===== config.mk =====
export PLATFORM = sky130hd
export DESIGN_NAME = ex_stage_mc
export DESIGN_NICKNAME = d
export VERILOG_FILES = /design/src/rtl/ex_pkg.sv /design/src/rtl/ex_iter_mul.sv /design/src/rtl/ex_stage_mc.sv
export SDC_FILE = /design/constraint.sdc
export NUM_CORES = 1
export LEC_CHECK = 0
export ABC_CLOCK_PERIOD_IN_PS = 2600
export CAP_MARGIN = 20
export CORE_ASPECT_RATIO = 1.75
export CORE_MARGIN = 5
export CORE_UTILIZATION = 26
export DETAILED_ROUTE_END_ITERATION = 8
export PLACE_DENSITY = 0.49
export SKIP_CTS_REPAIR_TIMING = 1
export SYNTH_ARGS = -nofsm -noshare
export SYNTH_HDL_FRONTEND = slang
export SYNTH_SLANG_ARGS = --single-unit

===== constraint.sdc =====
create_clock -name clk -period 2.6 [get_ports clk]
set_clock_uncertainty 0.2 [all_clocks]
set_input_delay 0.78 -clock clk [delete_from_list [all_inputs] [get_ports clk]]
set_output_delay 0.78 -clock clk [all_outputs]
set_load 0.02 [all_outputs]

===== src/rtl/ex_pkg.sv =====
// Shared types for the multi-cycle execute stage:
// operation encodings, branch condition codes and FSM states.
package ex_pkg;

    typedef enum logic [3:0] {
        OP_ADD,
        OP_SUB,
        OP_XOR,
        OP_ANDN,
        OP_ROL,
        OP_SLL,
        OP_ROR,
        OP_SRL,
        OP_SEQ,
        OP_SLT,
        OP_SLE,
        OP_SCO,
        OP_BTR,
        OP_LBI,
        OP_SLBI,
        OP_MUL
    } ex_op_t;

    localparam logic [1:0] BR_EQZ = 2'b00;
    localparam logic [1:0] BR_NEZ = 2'b01;
    localparam logic [1:0] BR_LTZ = 2'b10;
    localparam logic [1:0] BR_GEZ = 2'b11;

    typedef enum logic {
        ST_RUN,
        ST_MUL
    } ex_state_t;

endpackage


===== src/rtl/ex_iter_mul.sv =====
// Iterative shift-add multiplier, one partial product per cycle.
// done holds with a stable product until the next start.
module ex_iter_mul #(
    parameter int DATA_W = 16
) (
    input  logic              clk,
    input  logic              rst_n,
    input  logic              start,
    input  logic [DATA_W-1:0] a,
    input  logic [DATA_W-1:0] b,
    output logic              done,
    output logic [DATA_W-1:0] prod
);
    localparam int CW = $clog2(DATA_W);

    logic [DATA_W-1:0] acc_q;
    logic [DATA_W-1:0] mcand_q;
    logic [DATA_W-1:0] mplier_q;
    logic [CW-1:0]     cnt_q;
    logic              busy_q;
    logic              last;
    logic [DATA_W-1:0] step_sum;

    assign last     = (cnt_q == CW'(DATA_W - 1));
    assign step_sum = acc_q + (mplier_q[0] ? mcand_q : '0);

    // The final partial product is added combinationally, so the
    // result is ready during the cycle where cnt reaches DATA_W-1.
    always_ff @(posedge clk or negedge rst_n) begin
        if (!rst_n) begin
            acc_q    <= '0;
            mcand_q  <= '0;
            mplier_q <= '0;
            cnt_q    <= '0;
            busy_q   <= 1'b0;
        end else if (start) begin
            acc_q    <= '0;
            mcand_q  <= a;
            mplier_q <= b;
            cnt_q    <= '0;
            busy_q   <= 1'b1;
        end else if (busy_q && !last) begin
            acc_q    <= step_sum;
            mcand_q  <= mcand_q << 1;
            mplier_q <= mplier_q >> 1;
            cnt_q    <= cnt_q + 1'b1;
        end
    end

    assign done = busy_q && last;
    assign prod = step_sum;

endmodule


===== src/rtl/ex_stage_mc.sv =====
// Multi-cycle execute stage: op mux, branch check, iterative
// multiply and a registered output slot with valid/ready on both sides.
module ex_stage_mc
    import ex_pkg::*;
#(
    parameter int DATA_W = 16,
    parameter bit MUL_EN = 1'b1
) (
    input  logic              clk,
    input  logic              rst_n,
    input  logic              flush,
    input  logic              in_valid,
    output logic              in_ready,
    input  ex_op_t            op,
    input  logic [DATA_W-1:0] a,
    input  logic [DATA_W-1:0] b_reg,
    input  logic [DATA_W-1:0] imm,
    input  logic              imm_sel,
    input  logic              br_en,
    input  logic [1:0]        br_typ,
    output logic              out_valid,
    input  logic              out_ready,
    output logic [DATA_W-1:0] out_data,
    output logic              out_branch,
    output logic              out_ofl
);
    localparam int SH_W = $clog2(DATA_W);
    localparam int HALF = DATA_W / 2;
    localparam int MSB  = DATA_W - 1;

    ex_state_t           state_q;
    logic                valid_q;
    logic [DATA_W-1:0]   data_q;
    logic                branch_q;
    logic                ofl_q;
    logic                mul_br_q;

    logic [DATA_W-1:0]   b_op;
    logic [DATA_W:0]     sum;
    logic [DATA_W-1:0]   diff;
    logic [SH_W-1:0]     sh;
    logic [2*DATA_W-1:0] rot_l;
    logic [2*DATA_W-1:0] rot_r;
    logic [DATA_W-1:0]   btr;
    logic [DATA_W-1:0]   res;
    logic                res_ofl;
    logic                cond;
    logic                br_bit;
    logic                is_mul;
    logic                accept;
    logic                pop;
    logic                mul_done;
    logic [DATA_W-1:0]   mul_prod;

    assign b_op  = imm_sel ? imm : b_reg;
    assign sum   = {1'b0, a} + {1'b0, b_op};
    assign diff  = b_op - a;
    assign sh    = SH_W'(32'(b_op[SH_W-1:0]) % DATA_W);
    assign rot_l = {a, a} << sh;
    assign rot_r = {a, a} >> sh;

    always_comb begin
        btr = '0;
        for (int i = 0; i < DATA_W; i++) begin
            btr[i] = a[MSB-i];
        end
    end

    always_comb begin
        res     = '0;
        res_ofl = 1'b0;
        unique case (op)
            OP_ADD: begin
                res     = sum[MSB:0];
                res_ofl = (a[MSB] == b_op[MSB]) && (sum[MSB] != a[MSB]);
            end
            OP_SUB: begin
                res     = diff;
                res_ofl = (a[MSB] != b_op[MSB]) && (diff[MSB] != b_op[MSB]);
            end
            OP_XOR:  res = a ^ b_op;
            OP_ANDN: res = a & ~b_op;
            OP_ROL:  res = rot_l[2*DATA_W-1:DATA_W];
            OP_SLL:  res = a << sh;
            OP_ROR:  res = rot_r[DATA_W-1:0];
            OP_SRL:  res = a >> sh;
            OP_SEQ:  res = DATA_W'(a == b_op);
            OP_SLT:  res = DATA_W'($signed(a) < $signed(b_op));
            OP_SLE:  res = DATA_W'($signed(a) <= $signed(b_op));
            OP_SCO:  res = DATA_W'(sum[DATA_W]);
            OP_BTR:  res = btr;
            OP_LBI:  res = b_op;
            OP_SLBI: res = (a << HALF) | {{HALF{1'b0}}, b_op[HALF-1:0]};
            default: res = '0;
        endcase
    end

    always_comb begin
        cond = 1'b0;
        unique case (br_typ)
            BR_EQZ:  cond = (a == '0);
            BR_NEZ:  cond = (a != '0);
            BR_LTZ:  cond = a[MSB];
            BR_GEZ:  cond = !a[MSB];
            default: cond = 1'b0;
        endcase
    end

    assign br_bit   = br_en && cond;
    assign is_mul   = (op == OP_MUL) && MUL_EN;
    assign in_ready = (state_q == ST_RUN) && !flush && (!valid_q || out_ready);
    assign accept   = in_valid && in_ready;
    assign pop      = valid_q && out_ready;

    ex_iter_mul #(
        .DATA_W (DATA_W)
    ) u_mul (
        .clk   (clk),
        .rst_n (rst_n),
        .start (accept && is_mul),
        .a     (a),
        .b     (b_op),
        .done  (mul_done),
        .prod  (mul_prod)
    );

    always_ff @(posedge clk or negedge rst_n) begin
        if (!rst_n) begin
            state_q  <= ST_RUN;
            valid_q  <= 1'b0;
            data_q   <= '0;
            branch_q <= 1'b0;
            ofl_q    <= 1'b0;
            mul_br_q <= 1'b0;
        end else if (flush) begin
            valid_q <= 1'b0;
            state_q <= ST_RUN;
        end else begin
            unique case (state_q)
                ST_RUN: begin
                    if (pop) valid_q <= 1'b0;
                    if (accept) begin
                        if (is_mul) begin
                            state_q  <= ST_MUL;
                            mul_br_q <= br_bit;
                        end else begin
                            valid_q  <= 1'b1;
                            data_q   <= res;
                            branch_q <= br_bit;
                            ofl_q    <= res_ofl;
                        end
                    end
                end
                ST_MUL: begin
                    // Product waits here until the slot can take it.
                    if (mul_done && (!valid_q || out_ready)) begin
                        valid_q  <= 1'b1;
                        data_q   <= mul_prod;
                        branch_q <= mul_br_q;
                        ofl_q    <= 1'b0;
                        state_q  <= ST_RUN;
                    end else if (pop) begin
                        valid_q <= 1'b0;
                    end
                end
                default: state_q <= ST_RUN;
            endcase
        end
    end

    assign out_valid  = valid_q;
    assign out_data   = data_q;
    assign out_branch = branch_q;
    assign out_ofl    = ofl_q;

endmodule


==> run metrics <==
startpoint type of the worst setup path primary input; Final WS setup -1.09 ns; Crit. End Element flip-flop; Total GRT Usage 0.230; Synth area leader dfrtp_1; status complete, but fails checks; Seq cells post-synth 74; Syn Std Cell Area 0.00911 mm²; ANT nets after route 0; Power per Cell Area approximately 520 mW/mm²; core area ~0.035 mm²; vias in the first global route 10912; GP Congestion 0.952; IO Count 81; DP Area between 0.01 and 0.015 mm²; unrepaired setup endpoints after global routing true; first-pass GRT wire length 67.0 mm; CP bufs+invs 5; max_slew headroom 0.609; Root Buffer clkbuf_16; period utilisation layout 1.42; RR Startpoint u_mul.mplier_q[0]$_DFFE_PN0P_; initial antenna violation count 1; Max VDD drop 0.294 mV; CP max stage delay roughly 0.57 ns; Overall Power slightly below 8 mW; clk_lat worst skew 0.36 ns; # DRC 0; final core occ 0.436; vias per cell approximately 5.4; LEAKAGE between 6 and 7 nW; Synth async-reset ratio 1.00; HPWL after detailed placement 37.1 mm; prevailing post-synth register cell dfrtp_1; Critical Path Start imm_sel; Die Area between 0.03 and 0.04 mm²; Avg Cell Area, Syn approximately 7.9 µm²; share of cells above drive strength 1 0.405; worst min path class primary input to async pin; CTS tree yes; crit path max fanout 4; Critical Path AT about 3.7 ns; die height ~260 µm; start-to-end type of the worst setup path primary input to flip-flop; clock sink count 74; Crit-path slowest cell a2111o_1; Final #Nets around 1700; ant diodes 0; Pins Over Slew Limit 0; vias around 11000; Port Buffers 80; top cell type's share of synthesized area 0.203; CTS buffer count 9; Worst Path Required roughly 2.6 ns; row count 90; H-tree depth 3; EDFF count, synth 0; hold_ws about 0.12 ns; most common cell after layout, fill and taps aside buf_4; final hold violations 0; largest net degree at the start of global routing between 50 and 60; Slew @ Worst Pin ~0.58 ns; most frequent cells in the layout buf_4, nand2_1, a21oi_1; final critical-path required period 3.69 ns; sequential share of the synthesized area 0.203; Routed WL between 40 and 50 mm; Netlist cell types 73; failing checks negative setup slack; Max Fclk ~270 MHz; Synth Instances approximately 1200; post-route cell area approximately 0.015 mm²; WL/cell around 24 µm; CP most frequent cell buf_6; Max Cap Violations 0; deepest clock path buffer count 2; First-pass DRT Iterations 6; Post-Synthesis Net Count ~1300; CP top delay family compound AO/OA/AOI/OAI gates; Syn. warnings 0; Area Overhead vs Synth 65.3%; Initial DRC Count 603; worst path cell trace buf_8, buf_12, mux2i_4, inv_2, ha_4, buf_6, nand2b_4, a2111o_1, buf_6, a21oi_4, a21oi_2, o21ba_2, a221o_1, a2111oi_4, nor2_1; final setup fails 21; Starting Density 0.264; top area cells in the synthesized netlist dfrtp_1, ha_1, mux2i_1, mux4_2, a21oi_1; Clock transition at path regs roughly 0.06 ns; Die X between 150 and 200 µm; global route total overflow 0
logic make-up (layout without fill, tap and decap cells):
logic type | Yosys count | after routing | synth area share
AND/OR/NAND/NOR | 383 | 384 | 0.195
buffers and inverters | 143 | 561 | 0.0632
AO/OA/AOI/OAI | 352 | 352 | 0.251
adder cells (fa/ha/maj) | 67 | 67 | 0.0945
XOR/XNOR | 25 | 25 | 0.0240
flip-flops | 74 | 74 | 0.203
multiplexers | 114 | 114 | 0.170
state kept, by name (all words and copies together), names as in the netlist, 4 cells and up:
register        flops
u_mul.mplier_q     16
out_data           16
u_mul.cnt_q         4
u_mul.acc_q        16
u_mul.mcand_q      16
cell type report:
cell class | count | area (µm²)
Fill cell | 3489 | 19500
Multi-Input combinational cell | 942 | 7710
Tap cell | 460 | 576
Clock buffer | 9 | 225
Clock inverter | 6 | 92.6
Inverter | 51 | 196
Sequential cell | 74 | 1850
Timing Repair Buffer | 495 | 4410
synthesized netlist by cell type (all sizes together) (7+ instances only):
cell type	n
a22oi	8
mux4	28
mux2i	79
buf	22
o221ai	10
inv	51
o22ai	13
nor4	9
a21o	13
o21ai	69
or3	7
nor3	38
o21bai	12
mux2	7
dfrtp	74
nand3	25
a221oi	13
nor2	84
nor2b	13
a21oi	109
a211oi	18
o211ai	13
o21a	8
nand2b	12
nand2	139
ha	64
and3	15
clkbuf	70
a31oi	10
and2	23
xnor2	19
a2111oi	8
path summary, 6_finish.rpt:
path | to | slack (ns) | cells past startpoint
worst max-delay path | out_data[9]$_DFFE_PN0P_ | -1.09 | 15
worst min-delay path | out_branch$_DFFE_PN0P_ | 0.12 | 1
worst max register to register | out_data[14]$_DFFE_PN0P_ | -0.18 | 11
worst min register to register | mul_br_q$_DFFE_PN0P_ | 0.28 | 2
max in group asynchronous | u_mul.mplier_q[0]$_DFFE_PN0P_ | 1.42 | 2
min in group clk | mul_br_q$_DFFE_PN0P_ | 0.28 | 2
per-layer routing:
layer | track usage | wire length, µm
met3 | 0.0182 | 1900
met2 | 0.425 | 25600
met5 | 0 | 0
met1 | 0.244 | 16600
met4 | 0.147 | 3790
through the flow:
| stage | TNS, ns | setup slack [ns] | cells |
|---|---|---|---|
| 2_1_floorplan | -16.89 | -1.26 | 1158 |
| 3_3_place_gp | -54.11 | -1.72 | 1971 |
| 3_5_place_dp | -56.30 | -1.72 | 1971 |
| 4_1_cts | -29.99 | -1.37 | 1986 |
| 5_1_grt | -17.69 | -1.18 | 2037 |
| 6_report | -15.59 | -1.09 | 2037 |
report_power, final:
group          switching, mW  internal [mW]
Combinational           2.36           2.29
Sequential             0.273           1.53
Clock                  0.534          0.838
Total                   3.17           4.65
Note: power is estimated with default switching activity, not from simulation.
==> variant 1, RTL diff (same settings) <==
`MUL_EN`: 1'b1 -> 1'b0.
--- a/src/rtl/ex_stage_mc.sv
+++ b/src/rtl/ex_stage_mc.sv
@@ -6,3 +6,3 @@
     parameter int DATA_W = 16,
-    parameter bit MUL_EN = 1'b1
+    parameter bit MUL_EN = 1'b0
 ) (
Check against the original RTL: not equivalent (Yosys sat finds a counterexample within 4 cycles, from zero or initial values and one cycle with rst_n low).
==> variant 1 against the unedited design <==
The run still ends with setup timing left; clock power decreased by 76%; global-route usage is 2.7 points higher; sequential cell count is 55 lower; area after synthesis decreased by 35%; power fell by 56%; wire length fell by 27%; worst setup slack better by 0.29 ns; final area decreased by 29%; non-clock buffer count shrank 86; largest power group unchanged; highest routed layer unchanged.
==> variant 1: results (changes against the unedited design) <==
GLOBAL ROUTE
-----------------------------------------------------------------------------------------------------------------
Vias in the first global route                                                                               8184   -25%
Total routing resource utilization after global routing                                                     25.7%   +2.7 points
Initial antenna violation count                                                                                 0   -1

HOLD PATH
-----------------------------------------------------------------------------------------------------------------
Hold Path Class                                                                                           reg2reg

YOSYS
-----------------------------------------------------------------------------------------------------------------
Parity-gate share of the synthesized area counting xor and xnor cells                                       1.57%   -0.83 points
Cell types with the highest counts after synthesis                                                   74 x sky130_fd_sc_hd__mux2i_1, 60 x sky130_fd_sc_hd__a21oi_1, 59 x sky130_fd_sc_hd__nor2_1, 53 x sky130_fd_sc_hd__ha_1, 50 x sky130_fd_sc_hd__inv_1
Fraction of synthesized area in multiplexers                                                                21.7%   +4.8 points
Synth unique cells                                                                                             77   +5.5%
Register area share after synthesis                                                                         8.07%   -12 points
Arithmetic-cell share of the synthesized area counting full adders, half adders and majority gates          11.9%   +2.5 points
Number of nets in the synthesized netlist                                                                     891   -31%
Largest cells by area after synthesis                                                                sky130_fd_sc_hd__mux2i_1 13%, sky130_fd_sc_hd__ha_1 11%, sky130_fd_sc_hd__dfrtp_1 8.1%, sky130_fd_sc_hd__a21oi_1 5.1%, sky130_fd_sc_hd__mux4_2 4.6%
Area fraction in compound gates after synthesis                                                             29.2%   +4.2 points

CLOCK TREE
-----------------------------------------------------------------------------------------------------------------
Number of CTS-inserted buffers                                                                                  3   -6
Level count of the clock H-tree                                                                                 1   -2
Clock insertion delay at the later pin of the skew report                                                 0.25 ns   -0.11 ns

OUTCOME
-----------------------------------------------------------------------------------------------------------------
Violated checks                                                                                      setup timing
Result of the run                                                                                    finished, violations left

FINAL LAYOUT
-----------------------------------------------------------------------------------------------------------------
Post-layout net count                                                                                        1239   -27%
Proportion of layout cells with a drive suffix above 1                                                      45.6%   +5.1 points

STA
-----------------------------------------------------------------------------------------------------------------
Final worst setup slack                                                                                 -0.803 ns   +0.288 ns
Final setup violating endpoints                                                                                17   -19%
Worst-case headroom to the max-slew limit                                                                   61.1%   +0.23 points
Total Negative Setup Slacks                                                                             -11.34 ns   +4.25 ns

PLACED DESIGN
-----------------------------------------------------------------------------------------------------------------
Cell area after placement                                                                             0.00922 mm²   -30%
Post-detailed-placement half-perimeter wirelength                                                        28000 µm   -25%
Global placer's final weighted congestion                                                                   0.981   +3.0%

DRT
-----------------------------------------------------------------------------------------------------------------
First DRT Iteration DRCs                                                                                      546   -9.5%
Wirelength, routed                                                                                       34900 µm   -27%

SETUP PATH
-----------------------------------------------------------------------------------------------------------------
Reg2Reg Setup Slack                                                                                       0.16 ns   +0.34 ns
Maximum net fanout on the critical path                                                                         8   +4
Worst flop-to-flop path endpoint                                                                      out_data[7]
Data arrival time of the worst path                                                                       3.39 ns   -0.35 ns
Largest stage delay on the critical path                                                                  0.41 ns   -0.16 ns

[variant 1: cell count changes in the layout (fill, tap and decap cells not counted), moves of 12 or more]
cell                      unedited run  this run
sky130_fd_sc_hd__mux4_2             26        14
sky130_fd_sc_hd__a21oi_1            85        41
sky130_fd_sc_hd__buf_4             362       289
sky130_fd_sc_hd__nor2_1             83        54
sky130_fd_sc_hd__o21ai_0            47        27
sky130_fd_sc_hd__dfrtp_1            73        19
sky130_fd_sc_hd__nand2_1           134        39
[variant 1: cell type report]
cell class | count | area (µm²)
Inverter | 53 | 206
Clock buffer | 3 | 75.1
Sequential cell | 19 | 475
Timing Repair Buffer | 409 | 3660
Clock inverter | 1 | 5.00
Tap cell | 300 | 375
Multi-Input combinational cell | 637 | 5880
Fill cell | 2273 | 11900
[variant 1: how the worst max path moves through the flow]
stage,startpoint,to,slack [ns],depth (start not counted)
2_1_floorplan,imm_sel,out_data[12],-0.93,12
3_3_place_gp,imm[6],out_data[13],-1.35,12
3_5_place_dp,imm[6],out_data[13],-1.37,12
4_1_cts,imm_sel,out_data[13],-1.10,13
5_1_grt,imm_sel,out_data[6],-0.88,13
6_report,imm_sel,out_data[0],-0.80,15
[variant 1: report_power, final]
| part | switching [mW] | internal [mW] |
|---|---|---|
| Sequential | 0.0581 | 0.341 |
| Clock | 0.123 | 0.207 |
| Combinational | 1.37 | 1.32 |
| Total | 1.55 | 1.87 |
[variant 1: stage by stage]
stage / power, mW / cells / hold slack, ns / setup WS (ns)
detailed placement: 2.67 / 1391 / 0.284 / -1.37
finish: 3.42 / 1422 / 0.300 / -0.803
global placement: 2.67 / 1391 / 0.271 / -1.35
floorplan: 1.48 / 775 / 0.284 / -0.934
global route: 3.58 / 1422 / 0.329 / -0.884
CTS: 3.01 / 1395 / 0.297 / -1.10
[variant 1: logic make-up after synthesis]
| kind of cell | Yosys count |
|---|---|
| xor gates and xnor gates | 9 |
| buffers and inverters | 119 |
| muxes | 102 |
| adders and majority gates | 55 |
| DFF | 19 |
| AOI/OAI and AO/OA | 250 |
| and+or+nand+nor | 221 |
[variant 1: tightest hold or removal path: stages (launching register included)]
cell,delay [ns]
sky130_fd_sc_hd__dfrtp_1,0.34
sky130_fd_sc_hd__nand2_1,0.05
sky130_fd_sc_hd__o21ai_1,0.07
[variant 1: per-layer routing]
metal | track usage [%] | routed length [µm] | up-vias
li1 | - | - | 3652
met1 | 26.2 | 11600 | 3875
met2 | 45.8 | 17900 | 375
met3 | 2.11 | 1710 | 169
met4 | 21.6 | 3670 | 0
met5 | 0 | 0 | -
==> variant 2, RTL diff (same flow settings) <==
Without the edit above. Remove the case item `OP_SLBI` of the case on `op`.
--- a/src/rtl/ex_stage_mc.sv
+++ b/src/rtl/ex_stage_mc.sv
@@ -92,3 +92,2 @@
             OP_LBI:  res = b_op;
-            OP_SLBI: res = (a << HALF) | {{HALF{1'b0}}, b_op[HALF-1:0]};
             default: res = '0;
Check against the original RTL: not equivalent (Yosys sat finds a counterexample within 4 cycles, from zero or initial values and one cycle with rst_n low).
==> variant 2 against the unedited design <==
The flow still finishes with violations (setup timing); combinational power about the same; sequential cell count unchanged; power increased by 1.4%; wire length down 2.1%; worst setup slack gained 0.21 ns; core utilization shrank 0.38 points; fmax is 6.0% higher; cell count decreased by 3.2%; die area decreased by 1.5%; final area fell by 1.5%; clock power rose by 7%; critical path type unchanged; sequential share of layout area up 0.19 points; area after synthesis fell by 1.6%; via count down 4.8%.
==> variant 2: results (changes against the unedited design) <==
GLOBAL ROUTE
---------------------------------------------------------------------
First-pass GRT wire length                                   66600 µm   -0.68%
Largest net degree at the start of global routing                  55   +1.9%
Initial antenna violation count                                     0   -1

OUTCOME
---------------------------------------------------------------------
Violated checks                                          setup timing
Result of the run                                        finished, violations left

PLACED DESIGN
---------------------------------------------------------------------
Cell area after placement                                  0.0127 mm²   -3.0%
Setup WS pre-CTS                                             -1.87 ns   -0.144 ns
Global placer's final weighted congestion                       0.973   +2.2%
Number of placed cells counting well taps                        1919   -2.6%

DRT
---------------------------------------------------------------------
Via-to-Cell Ratio                                                5.31   -1.7%
WL/cell                                                       23.8 µm   +1.1%
First DRT Iteration DRCs                                          663   +10%

YOSYS
---------------------------------------------------------------------
Largest cells by area after synthesis                    sky130_fd_sc_hd__dfrtp_1 21%, sky130_fd_sc_hd__ha_1 9.9%, sky130_fd_sc_hd__nand2_1 6.7%, sky130_fd_sc_hd__mux2i_1 5.0%, sky130_fd_sc_hd__a21oi_1 4.6%
Cell types with the highest counts after synthesis       159 x sky130_fd_sc_hd__nand2_1, 98 x sky130_fd_sc_hd__nor2_1, 83 x sky130_fd_sc_hd__a21oi_1, 74 x sky130_fd_sc_hd__dfrtp_1, 71 x sky130_fd_sc_hd__ha_1
Register area share after synthesis                             20.6%   +0.32 points
Synth unique cells                                                 80   +9.6%
Number of nets in the synthesized netlist                        1265   -1.6%

SETUP PATH
---------------------------------------------------------------------
Largest stage delay on the critical path                      0.40 ns   -0.17 ns
Data arrival time of the worst path                           3.53 ns   -0.21 ns
Cell with the largest stage delay on the worst path      sky130_fd_sc_hd__mux2i_4
Largest delay share family, worst path                   buffers and inverters

STA
---------------------------------------------------------------------
Total Negative Setup Slacks                                 -14.16 ns   +1.43 ns
Post-Route Hold Slack                                        0.173 ns   +0.0511 ns
Final worst setup slack                                     -0.883 ns   +0.209 ns
Final setup violating endpoints                                    22   +4.8%
Measured slew at the worst slew-check pin                    0.800 ns   +0.219 ns

FINAL LAYOUT
---------------------------------------------------------------------
Proportion of layout cells with a drive suffix above 1          42.1%   +1.5 points
Post-layout net count                                            1643   -3.4%

PWR
---------------------------------------------------------------------
Leakage power                                                 6.60 nW   -3.1%

## variant 2: cell count changes in the layout (fill, tap and decap cells not counted), sizes merged, moves of 14 or more
cell and delta:
buf -42, mux2i -32, a31oi +29, a21oi -26
nand2 +20, o21ai -16, nor2 +14
## variant 2: cell type report
class | instances | area (µm²)
clock buffer | 10 | 239
timing repair buffer | 451 | 4030
multi-input combinational | 920 | 7820
sequential | 74 | 1850
inverter | 52 | 210
clock inverter | 5 | 103
fill | 3422 | 19500
tap | 460 | 576
## variant 2: power by group
group | switching (mW) | internal (mW) | leakage, nW
logic | 2.38 | 2.28 | 5.48
clock network | 0.499 | 0.956 | 0.165
registers | 0.290 | 1.52 | 0.951
## variant 2: cells by family after synthesis
kind of cell	after synthesis	synth area share (%)
AO/OA/AOI/OAI	334	25.0
XOR/XNOR	34	3.32
flip-flops	74	20.6
AND/OR/NAND/NOR	396	20.2
multiplexers	82	13.2
buffers and inverters	136	7.13
adder cells (fa/ha/maj)	74	10.6
## variant 2: worst max path at each step
| stage | slack (ns) | from | endpoint |
|---|---|---|---|
| after detailed placement | -1.87 | imm_sel | out_ofl |
| after floorplan | -1.16 | imm_sel | out_data[0] |
| after global routing | -1.00 | imm_sel | out_data[0] |
| final | -0.88 | imm_sel | out_data[5] |
| after CTS | -1.54 | imm_sel | out_ofl |
| after global placement | -1.88 | imm_sel | out_ofl |
## variant 2: routing by layer
| layer | global-route usage (%) | vias to the layer above | part of all wire (%) |
|---|---|---|---|
| li1 | - | 4887 | - |
| met5 | 0 | - | 0 |
| met3 | 1.51 | 130 | 3.0 |
| met4 | 16.9 | 0 | 8.4 |
| met1 | 24.7 | 5143 | 36 |
| met2 | 42.2 | 304 | 52 |
